`config.mk`:
```
export PLATFORM = sky130hd
export DESIGN_NAME = fpu_ss_issue_buffer
export DESIGN_NICKNAME = d
export VERILOG_FILES = /design/src/rtl/fpu_ss_issue_buffer.sv
export SDC_FILE = /design/constraint.sdc
export NUM_CORES = 1
export LEC_CHECK = 0
export BUFFER_PORTS_ARGS = -buffer_cell sky130_fd_sc_hd__buf_2
export CORE_MARGIN = 2
export CORE_UTILIZATION = 43
export DETAILED_ROUTE_END_ITERATION = 6
export RECOVER_POWER = 50
export SLEW_MARGIN = 10
export SYNTH_ARGS = -nofsm -noshare
export SYNTH_HDL_FRONTEND = slang
export SYNTH_SLANG_ARGS = --single-unit
```
`constraint.sdc`:
```
create_clock -name clk_i -period 3.23 [get_ports clk_i]
set_input_delay 0.1615 -clock clk_i [delete_from_list [all_inputs] [get_ports clk_i]]
set_output_delay 0.1615 -clock clk_i [all_outputs]
set_load 0.01 [all_outputs]
```
`src/rtl/fpu_ss_issue_buffer.sv`:
```
// fpu_ss_issue_buffer: in-order issue buffer between X-interface issue and FPU controller, with kill-in-place
// Ports: clk_i/rst_i (sync, active-high); push_valid_i/push_ready_o/push_id_i/push_data_i (issue side);
// pop_valid_o/pop_ready_i/pop_id_o/pop_data_o (controller side); commit_valid_i/commit_id_i/commit_kill_i;
// usage_o registered occupancy. Define FPU_SS_ISSUE_BUF_BYPASS_EN for empty-buffer fall-through.
module fpu_ss_issue_buffer #(
  parameter int unsigned DEPTH         = 4,
  parameter int unsigned X_ID_WIDTH    = 4,
  parameter int unsigned PAYLOAD_WIDTH = 128
) (
  input  logic                         clk_i,
  input  logic                         rst_i,
  input  logic                         push_valid_i,
  output logic                         push_ready_o,
  input  logic [X_ID_WIDTH-1:0]        push_id_i,
  input  logic [PAYLOAD_WIDTH-1:0]     push_data_i,
  output logic                         pop_valid_o,
  input  logic                         pop_ready_i,
  output logic [X_ID_WIDTH-1:0]        pop_id_o,
  output logic [PAYLOAD_WIDTH-1:0]     pop_data_o,
  input  logic                         commit_valid_i,
  input  logic [X_ID_WIDTH-1:0]        commit_id_i,
  input  logic                         commit_kill_i,
  output logic [$clog2(DEPTH+1)-1:0]   usage_o
);
  localparam int unsigned PW = $clog2(DEPTH);
  localparam int unsigned CW = $clog2(DEPTH+1);
  logic [X_ID_WIDTH-1:0]    id_q   [DEPTH];
  logic [PAYLOAD_WIDTH-1:0] data_q [DEPTH];
  logic [DEPTH-1:0]         killed_q, killed_d;
  logic [PW-1:0]            wr_q, rd_q, off;
  logic [CW-1:0]            count_q, count_d;
  logic                     kill, push_kill, empty, drop, push_hs, pop_hs, store, byp;
  assign kill         = commit_valid_i & commit_kill_i;
  assign push_kill    = kill & (commit_id_i == push_id_i);
  assign empty        = count_q == '0;
  assign drop         = ~empty & killed_q[rd_q];
  assign push_ready_o = count_q != CW'(DEPTH);
  assign push_hs      = push_valid_i & push_ready_o;
`ifdef FPU_SS_ISSUE_BUF_BYPASS_EN
  assign byp = empty & push_valid_i & ~push_kill;
`else
  assign byp = 1'b0;
`endif
  assign pop_valid_o = byp | (~empty & ~killed_q[rd_q]);
  assign pop_id_o    = byp ? push_id_i : id_q[rd_q];
  assign pop_data_o  = byp ? push_data_i : data_q[rd_q];
  // a fall-through consumed in the same cycle never touches storage
  assign pop_hs  = ~byp & pop_valid_o & pop_ready_i;
  assign store   = push_hs & ~(byp & pop_ready_i);
  assign count_d = count_q + CW'(store) - CW'(pop_hs | drop);
  assign usage_o = count_q;
  // kill only marks slots inside the occupied window [rd, rd+count)
  always_comb begin
    killed_d = killed_q;
    off      = '0;
    for (int i = 0; i < DEPTH; i++) begin
      off = PW'(i) - rd_q;
      if (kill && id_q[i] == commit_id_i && CW'(off) < count_q) killed_d[i] = 1'b1;
    end
    if (store) killed_d[wr_q] = push_kill;
  end
  always_ff @(posedge clk_i) begin
    if (rst_i) begin
      wr_q     <= '0;
      rd_q     <= '0;
      count_q  <= '0;
      killed_q <= '0;
      for (int i = 0; i < DEPTH; i++) begin
        id_q[i]   <= '0;
        data_q[i] <= '0;
      end
    end else begin
      wr_q     <= wr_q + PW'(store);
      rd_q     <= rd_q + PW'(pop_hs | drop);
      count_q  <= count_d;
      killed_q <= killed_d;
      if (store) begin
        id_q[wr_q]   <= push_id_i;
        data_q[wr_q] <= push_data_i;
      end
    end
  end
endmodule
```
======== Yosys cells after proc, flatten, opt, wreduce, memory -nomap -nowiden ========
Memory sizes are Yosys's and may differ from the RTL's. A register that Yosys moved wholly into a read port is not among the register bits.
Cells that the tools add are included.
operators by class
  $add $sub $neg .......................... 8
  order comparisons ....................... 7
  equal/unequal tests ..................... 6
  muxes and demuxes ....................... 23
  bitwise logic cells ..................... 10
  reduce and logical (&&, ||, !) cells .... 12
operators with widths
  cell                   count
  $mux W128              1
  $reduce_or A128 Y1     1
  $eq A4 B4 Y1           5
  $mux W1                13
  $lt A2 B3 Y1           4
  $logic_and A1 B1 Y1    9
  $mux W2                4
  $mux W4                2
  $and A1 B1 Y1          6
  $lt A2 B3 Y1 const B   2
  $add A2 B1 Y2          2
  $bwmux W4              1
  $reduce_or A4 Y1       1
  $sub A1 B2 Y2 const A  2
  $sub A2 B2 Y2 const A  2
  $add A3 B1 Y3          1
  $logic_not A3 Y1       1
  $ne A3 B3 Y1 const B   1
  $sub A3 B1 Y3          1
  $bmux W1 S2            1
  $demux W1 S2           1
  $ge A2 B1 Y1 const B   1
  $not A1 Y1             2
  $or A1 B1 Y1           2
word-level totals
  register bits ........................... 11
  memory bits (writable) .................. 528
  input port bits ......................... 142
  output and inout port bits .............. 137
  word-level logic and storage cells ...... 72
  memories kept ........................... 2
memory list
  memory  depth  width  rd ports  clocked after Yosys merged registers in  wr ports  RTL line  text
  data_q  4      128    1         1                                        4         28        logic [PAYLOAD_WIDTH-1:0] data_q [DEPTH];
  id_q    4      4      5         1                                        4         27        logic [X_ID_WIDTH-1:0] id_q [DEPTH];

======== Logic depth before layout (Yosys ltp) ========
Gate-level depths: netlist of the first run.
  depth after elaboration ................. 8
  depth in mapped cells ................... 12
  gate-level depth less buffers ........... 11

======== Worst setup path before layout of the first run ========
Ideal clock, no wire load.
  path kind ............................... reg-to-reg
  from .................................... reg count_q[0] (netlist: usage_o[0])
  to ...................................... mem data_q[1][0] (enable)
  setup time .............................. 436 ps
  data arrival time ....................... 2,653 ps
  required time ........................... 2,794 ps
  setup slack ............................. 141 ps
  stages on the path, launching flop included .. 7
  buffers on the path ..................... 0
  period minus slack after synthesis ...... 3,089 ps
  cell sequence ........................... dfxtp_1 -> nor3b_4 -> inv_2 -> and2_1 -> inv_2 -> nor2_1 -> or2_2
RTL lines
  item                    RTL line  text
  start, declared         31        logic [CW-1:0] count_q, count_d;
  start signal, assigned  75        count_q <= count_d;
  end, declared           28

==> results.json, run 1 <==
{
  "hold_viol": 0,
  "dp_hpwl_mm": 31.1,
  "mostFrequentLayoutCell": "edfxtp_1",
  "synth_fp_nets": 1583,
  "critPathRequiredTime_ns": 3.39,
  "crit_path_end_kind": "flop",
  "yosysUniqueCellTypes": 32,
  "first_global_vias": 14442,
  "setup_viol": 0,
  "vias": 13967,
  "crit_path_start_kind": "flop",
  "slowest_stage": "clkbuf_4",
  "tightest_slew_ns": 1.31,
  "layout_common_cells": "edfxtp_1 (528), and3_1 (391), buf_2 (273)",
  "ant_nets": 0,
  "first_pass_iters": 5,
  "grt_max_degree": 229,
  "antenna_found_initial": 2,
  "grt_pass1_wl_mm": 86.4,
  "die_area_um2": 57000,
  "p_per_area_nw_per_um2": 727,
  "die-height_um": 239,
  "outcome": "complete, no violations",
  "final.setup.worst_slack_ns": 0.461,
  "place.gp.congestion": 0.780,
  "syn-instance-count": 1432,
  "clk_pin_slew_ns": 0.06,
  "place_area_um2": 25900,
  "start_util": 0.433,
  "final_core_utilization": 0.528,
  "path_cells": "nor3b_1 -> clkinv_1 -> and2_0 -> inv_1 -> nor2_1 -> or2_0 -> clkbuf_4",
  "die_w_um": 239,
  "fmax_mhz": 361,
  "post_drt_via_cell_ratio": 5.46,
  "cp.arrival_ns": 2.93,
  "worstPathBufferInverterCount": 3,
  "cts.htree.levels": 2,
  "path_delay_family": "simple AND/OR/NAND/NOR gates",
  "slew_headroom": 0.124,
  "crit_path_max_fanout": 53,
  "max_cap_viol_count": 0,
  "avgSynthCellArea_um2": 16.6,
  "clk_latency_ns": 0.61,
  "num_io_pins": 279,
  "finClkSkew_ns": 0.0110,
  "min_period_ns": 2.77,
  "fin_nets": 1952,
  "finalCritPeriodShare": 0.857,
  "grtUsageTotal": 0.201,
  "wirelength_mm": 57.2,
  "drt-wirelength-per-cell_um": 22.4,
  "drive_gt1_frac": 0.284,
  "drc_errors": 0,
  "peakVddDrop_v": 0.000660,
  "grt_setup_unrepaired": "no",
  "overflow": 0,
  "max_stage_delay_ns": 0.54,
  "ys_warn_count": 0,
  "tritoncts": "yes",
  "slew_viol_final": 0,
  "drt_iter0_drc": 922,
  "post-place-ws_ns": 0.710,
  "cts-root-buf": "clkbuf_16",
  "path_class": "reg2reg",
  "rows": 86,
  "tns_ns": 0,
  "leakagePower_nw": 12.1,
  "min_path_type": "in2reg",
  "cts.sinks": 539,
  "yosysSeqAreaShare": 0.678,
  "stdcell_area_um2": 28900,
  "ys_ff_latch": 539,
  "fp.coreArea_um2": 54800,
  "area_growth_pct": 21.9,
  "clockBufferDepth": 3,
  "port-buffer-count": 278,
  "fin_hold_ws_ns": 0.0472,
  "post-cts-setup-buffers": 0,
  "cts_made_buffers": 57,
  "synth_area_um2": 23700
}
-- registers in the layout (all words and copies together), names as in the netlist --
| register | flops |
|---|---|
| data_q | 512 |
| id_q | 16 |
| killed_q | 4 |
| rd_q | 2 |
| usage_o | 3 |
| wr_q | 2 |
-- cells by family after synthesis --
kind of cell	count (synthesis)	synth area share
flops	539	0.678
simple gates	570	0.149
buf+inv	145	0.0287
compound gates	11	0.00359
fa+ha+maj	9	0.00507
xor+xnor	25	0.00923
mux	133	0.126
-- power by group --
group          total, W  internal, W  switching, W
combinational   0.00580      0.00251       0.00329
sequential      0.00899      0.00872      0.000266
clock           0.00625      0.00357       0.00268
total            0.0210       0.0148       0.00624
-- synthesized netlist by cell type (all sizes together) --
cell type,number,area share
a21oi,3,0.00063
clkbuf,101,0.019
and3,391,0.10
nand2b,2,0.00053
fa,1,0.00084
nor3b,2,0.0016
nor3,1,0.00021
xor2,10,0.0037
inv,11,0.0017
or2,5,0.0013
a221oi,4,0.0015
nor2b,6,0.0016
nand2,5,0.00079
and2,130,0.035
a2111oi,4,0.0015
ha,8,0.0042
mux4,133,0.13
nor2,19,0.0030
nand4,5,0.0013
dfxtp,11,0.0093
buf,33,0.0083
edfxtp,528,0.67
nand3,3,0.00063
xnor2,15,0.0055
or2b,1,0.00032
-- area by class of cell --
cell class | count | area, µm²
antenna | 4 | 10.0
clock buffer | 76 | 1540
clock inverter | 31 | 218
fill | 4487 | 25900
inverter | 11 | 41.3
multi-input combinational | 748 | 6960
sequential | 539 | 16100
tap | 704 | 881
timing repair buffer | 444 | 3190
-- worst reg2reg max path: stages, from the launching register on --
cell,delay [ns]
dfxtp_1,0.44
nor3b_1,0.37
clkinv_1,0.17
and2_0,0.25
inv_1,0.13
nor2_1,0.07
or2_0,0.27
clkbuf_4,0.54
-- metal layers --
metal  global-route usage  part of all wire
met5                    0           0.00019
met1                0.274              0.43
met4               0.0487             0.019
met2                0.333              0.49
met3               0.0416             0.061
-- what timing repair did --
action / CTS / global route
resized for setup: 0 / 0
hold buffers: 136 / 0
hold endpoints to repair: 539 / 0
-- through the flow --
stage,total power (W),std cells
2_1_floorplan,0.0127,1432
3_3_place_gp,0.0149,2310
3_5_place_dp,0.0150,2310
4_1_cts,0.0214,2553
5_1_grt,0.0220,2554
6_report,0.0210,2557
-- worst paths after layout --
check                               startpoint             to  slack (ns)  cells after the start
worst min-delay path            commit_id_i[0]    killed_q[0]        0.05                      4
worst max register to register      usage_o[2]  data_q[0][45]        0.46                      7
worst max-delay path                usage_o[2]  data_q[0][45]        0.46                      7
worst min register to register     killed_q[2]    killed_q[2]        0.53                      2
No activity file was read; power rests on OpenSTA's default activity.
==> inputs of run 2 (changes only) <==
- clock period: 3.23 -> 2.3 ns (I/O delays scaled with it)
==> run 2 against run 1 <==
Effect of this change: clock skew up 0.0074 ns; via count up 0.82%; the run now ends with negative setup slack left; first-iteration DRC count up 5.1%; sequential share of layout area down 2.0 points; critical path depth up 3.
==> results.json, run 2 (synthesis results as in run 1) <==
{
  "path_class": "reg2reg",
  "tritoncts": "yes",
  "p_seq_frac": 0.396,
  "final_core_utilization": 0.548,
  "crit_path_end_kind": "flop",
  "grtUsageTotal": 0.208,
  "mostFrequentLayoutCell": "edfxtp_1",
  "overflow": 0,
  "post_drt_via_cell_ratio": 5.45,
  "regArea_um2": 16100,
  "met1_length_mm": 25.0,
  "critPathRequiredTime_ns": 2.78,
  "cts-root-buf": "clkbuf_16",
  "routed-wl-met2_mm": 29.9,
  "peakVddDrop_v": 0.000715,
  "p_sw_w": 0.00932,
  "fin_total_pwr_w": 0.0318,
  "fp.coreArea_um2": 54800,
  "power_frac_clock": 0.285,
  "ant_nets": 0,
  "drt_iter0_drc": 969,
  "fin_nets": 1983,
  "clk_pin_slew_ns": 0.06,
  "cpMostUsedCell": "nor2_2",
  "tightest_slew_ns": 0.898,
  "min_path_type": "in2reg",
  "crit_path_start_kind": "flop",
  "place_area_um2": 26000,
  "first_pass_iters": 5,
  "fillers": 4394,
  "area_growth_pct": 26.7,
  "path_delay_family": "adder cells",
  "max_cap_viol_count": 0,
  "slew_headroom": 0.401,
  "port-buffer-count": 278,
  "drt-wirelength-per-cell_um": 23.0,
  "clockBufferDepth": 3,
  "top_regs": "data_q x512, id_q x16, killed_q x4",
  "setup_viol": 51,
  "dr_wl_met3_mm": 3.70,
  "p_int_w": 0.0225,
  "slowest_stage": "mux4_2",
  "die_w_um": 239,
  "vias": 14081,
  "final-instance-count-excl-fill": 2584,
  "dp_hpwl_mm": 30.8,
  "fmax_mhz": 420,
  "layout_common_cells": "edfxtp_1 (528), and3_1 (391), buf_2 (239)",
  "clk_latency_ns": 0.60,
  "leakagePower_nw": 12.6,
  "min_period_ns": 2.38,
  "worstPathBufferInverterCount": 1,
  "drive_gt1_frac": 0.311,
  "reg2reg_depth": 10,
  "place.gp.congestion": 0.757,
  "dp_cells": 2316,
  "start_util": 0.433,
  "rows": 86,
  "violations": "negative setup slack",
  "drc_errors": 0,
  "slew_viol_final": 0,
  "top_layer": "met5",
  "p_sw_frac": 0.293,
  "crit_path_max_fanout": 4,
  "max_stage_delay_ns": 0.53,
  "regMostFlops": "data_q",
  "finClkSkew_ns": 0.0184,
  "die-height_um": 239,
  "finalCritPeriodShare": 1.03,
  "wirelength_mm": 59.5,
  "largest_reg_flops": 512,
  "num_io_pins": 279,
  "cts.htree.levels": 2,
  "pwr-share-comb": 0.319,
  "grt_max_degree": 133,
  "grt_pass1_wl_mm": 89.3,
  "antenna_found_initial": 4,
  "cts_made_buffers": 58,
  "hold_viol": 0,
  "die_area_um2": 57000,
  "crit_cells": 10,
  "path_cells": "mux4_2 -> nor2_2 -> nor2_2 -> ha_1 -> inv_1 -> ha_2 -> fa_2 -> xnor2_2 -> xnor2_1 -> nor2_1",
  "final.setup.worst_slack_ns": -0.0788,
  "grt_setup_unrepaired": "yes",
  "outcome": "finished, violations left",
  "multiInputGateArea_um2": 7020,
  "p_per_area_nw_per_um2": 1060,
  "first_global_vias": 14625,
  "cp.arrival_ns": 2.86,
  "stdcell_area_um2": 30000,
  "min_delay_path_depth": 4,
  "cts.sinks": 539,
  "tns_ns": -0.975
}
run 2: changes by cell type in the layout (fill, tap and decap cells not counted), sizes merged:
cell         before  now
dlygate4sd3     136  137
bufbuf            0    2
inv              11   13
clkinv           27   21
buf             301  328
bufinv            3    5
diode             4    3
clkinvlp          1    3
clkbuf           83   81
run 2: power groups by stage:
stage / Combinational (W) / Clock, W / Sequential, W
finish: 0.0101 / 0.00905 / 0.0126
global route: 0.0108 / 0.00963 / 0.0127
CTS: 0.00959 / 0.00925 / 0.0126
detailed placement: 0.00831 / 0 / 0.0128
global placement: 0.00829 / 0 / 0.0127
floorplan: 0.00518 / 0 / 0.0127
run 2: final timing paths:
path                                     to  slack (ns)      startpoint
worst min-delay path            killed_q[2]        0.08  commit_id_i[2]
worst max register to register   usage_o[2]       -0.08         rd_q[0]
worst max-delay path             usage_o[2]       -0.08         rd_q[0]
worst min register to register  killed_q[2]        0.53     killed_q[2]
run 2: stage by stage:
| step | hold WS, ns | setup WS [ns] |
|---|---|---|
| floorplan | 0.179 | -0.190 |
| global placement | 0.421 | -0.0633 |
| detailed placement | 0.428 | -0.0331 |
| CTS | 0.0404 | -0.111 |
| global route | 0.129 | -0.207 |
| finish | 0.0809 | -0.0788 |
run 2: layout make-up:
type / count / area share
antenna: 3 / 0.000250
clock buffer: 74 / 0.0510
clock inverter: 31 / 0.00937
inverter: 11 / 0.00137
multi-input combinational: 748 / 0.234
sequential: 539 / 0.536
tap: 704 / 0.0293
timing repair buffer: 474 / 0.139
run 2: worst min-delay path, cell delays in order:
cell and delay [ns]:
buf_2 0.15, xnor2_1 0.10, nand4_1 0.16, a221oi_1 0.10
run 2: timing repair:
| action | in CTS | in global routing |
|---|---|---|
| cloned | 11 | 5 |
| pin swaps | 4 | 2 |
| buffers inserted | 3 | 6 |
| gates resized for setup | 30 | 43 |
| endpoints found under the setup margin | 121 | 66 |
| hold buffers | 137 | 0 |
| hold endpoints to repair | 539 | 0 |
run 2: per-layer routing:
layer  track usage  vias to the layer above
met1         0.277                     7217
met4        0.0415                        4
met3        0.0434                       64
met2         0.354                      382
met5             0                        -
li1              -                     6414
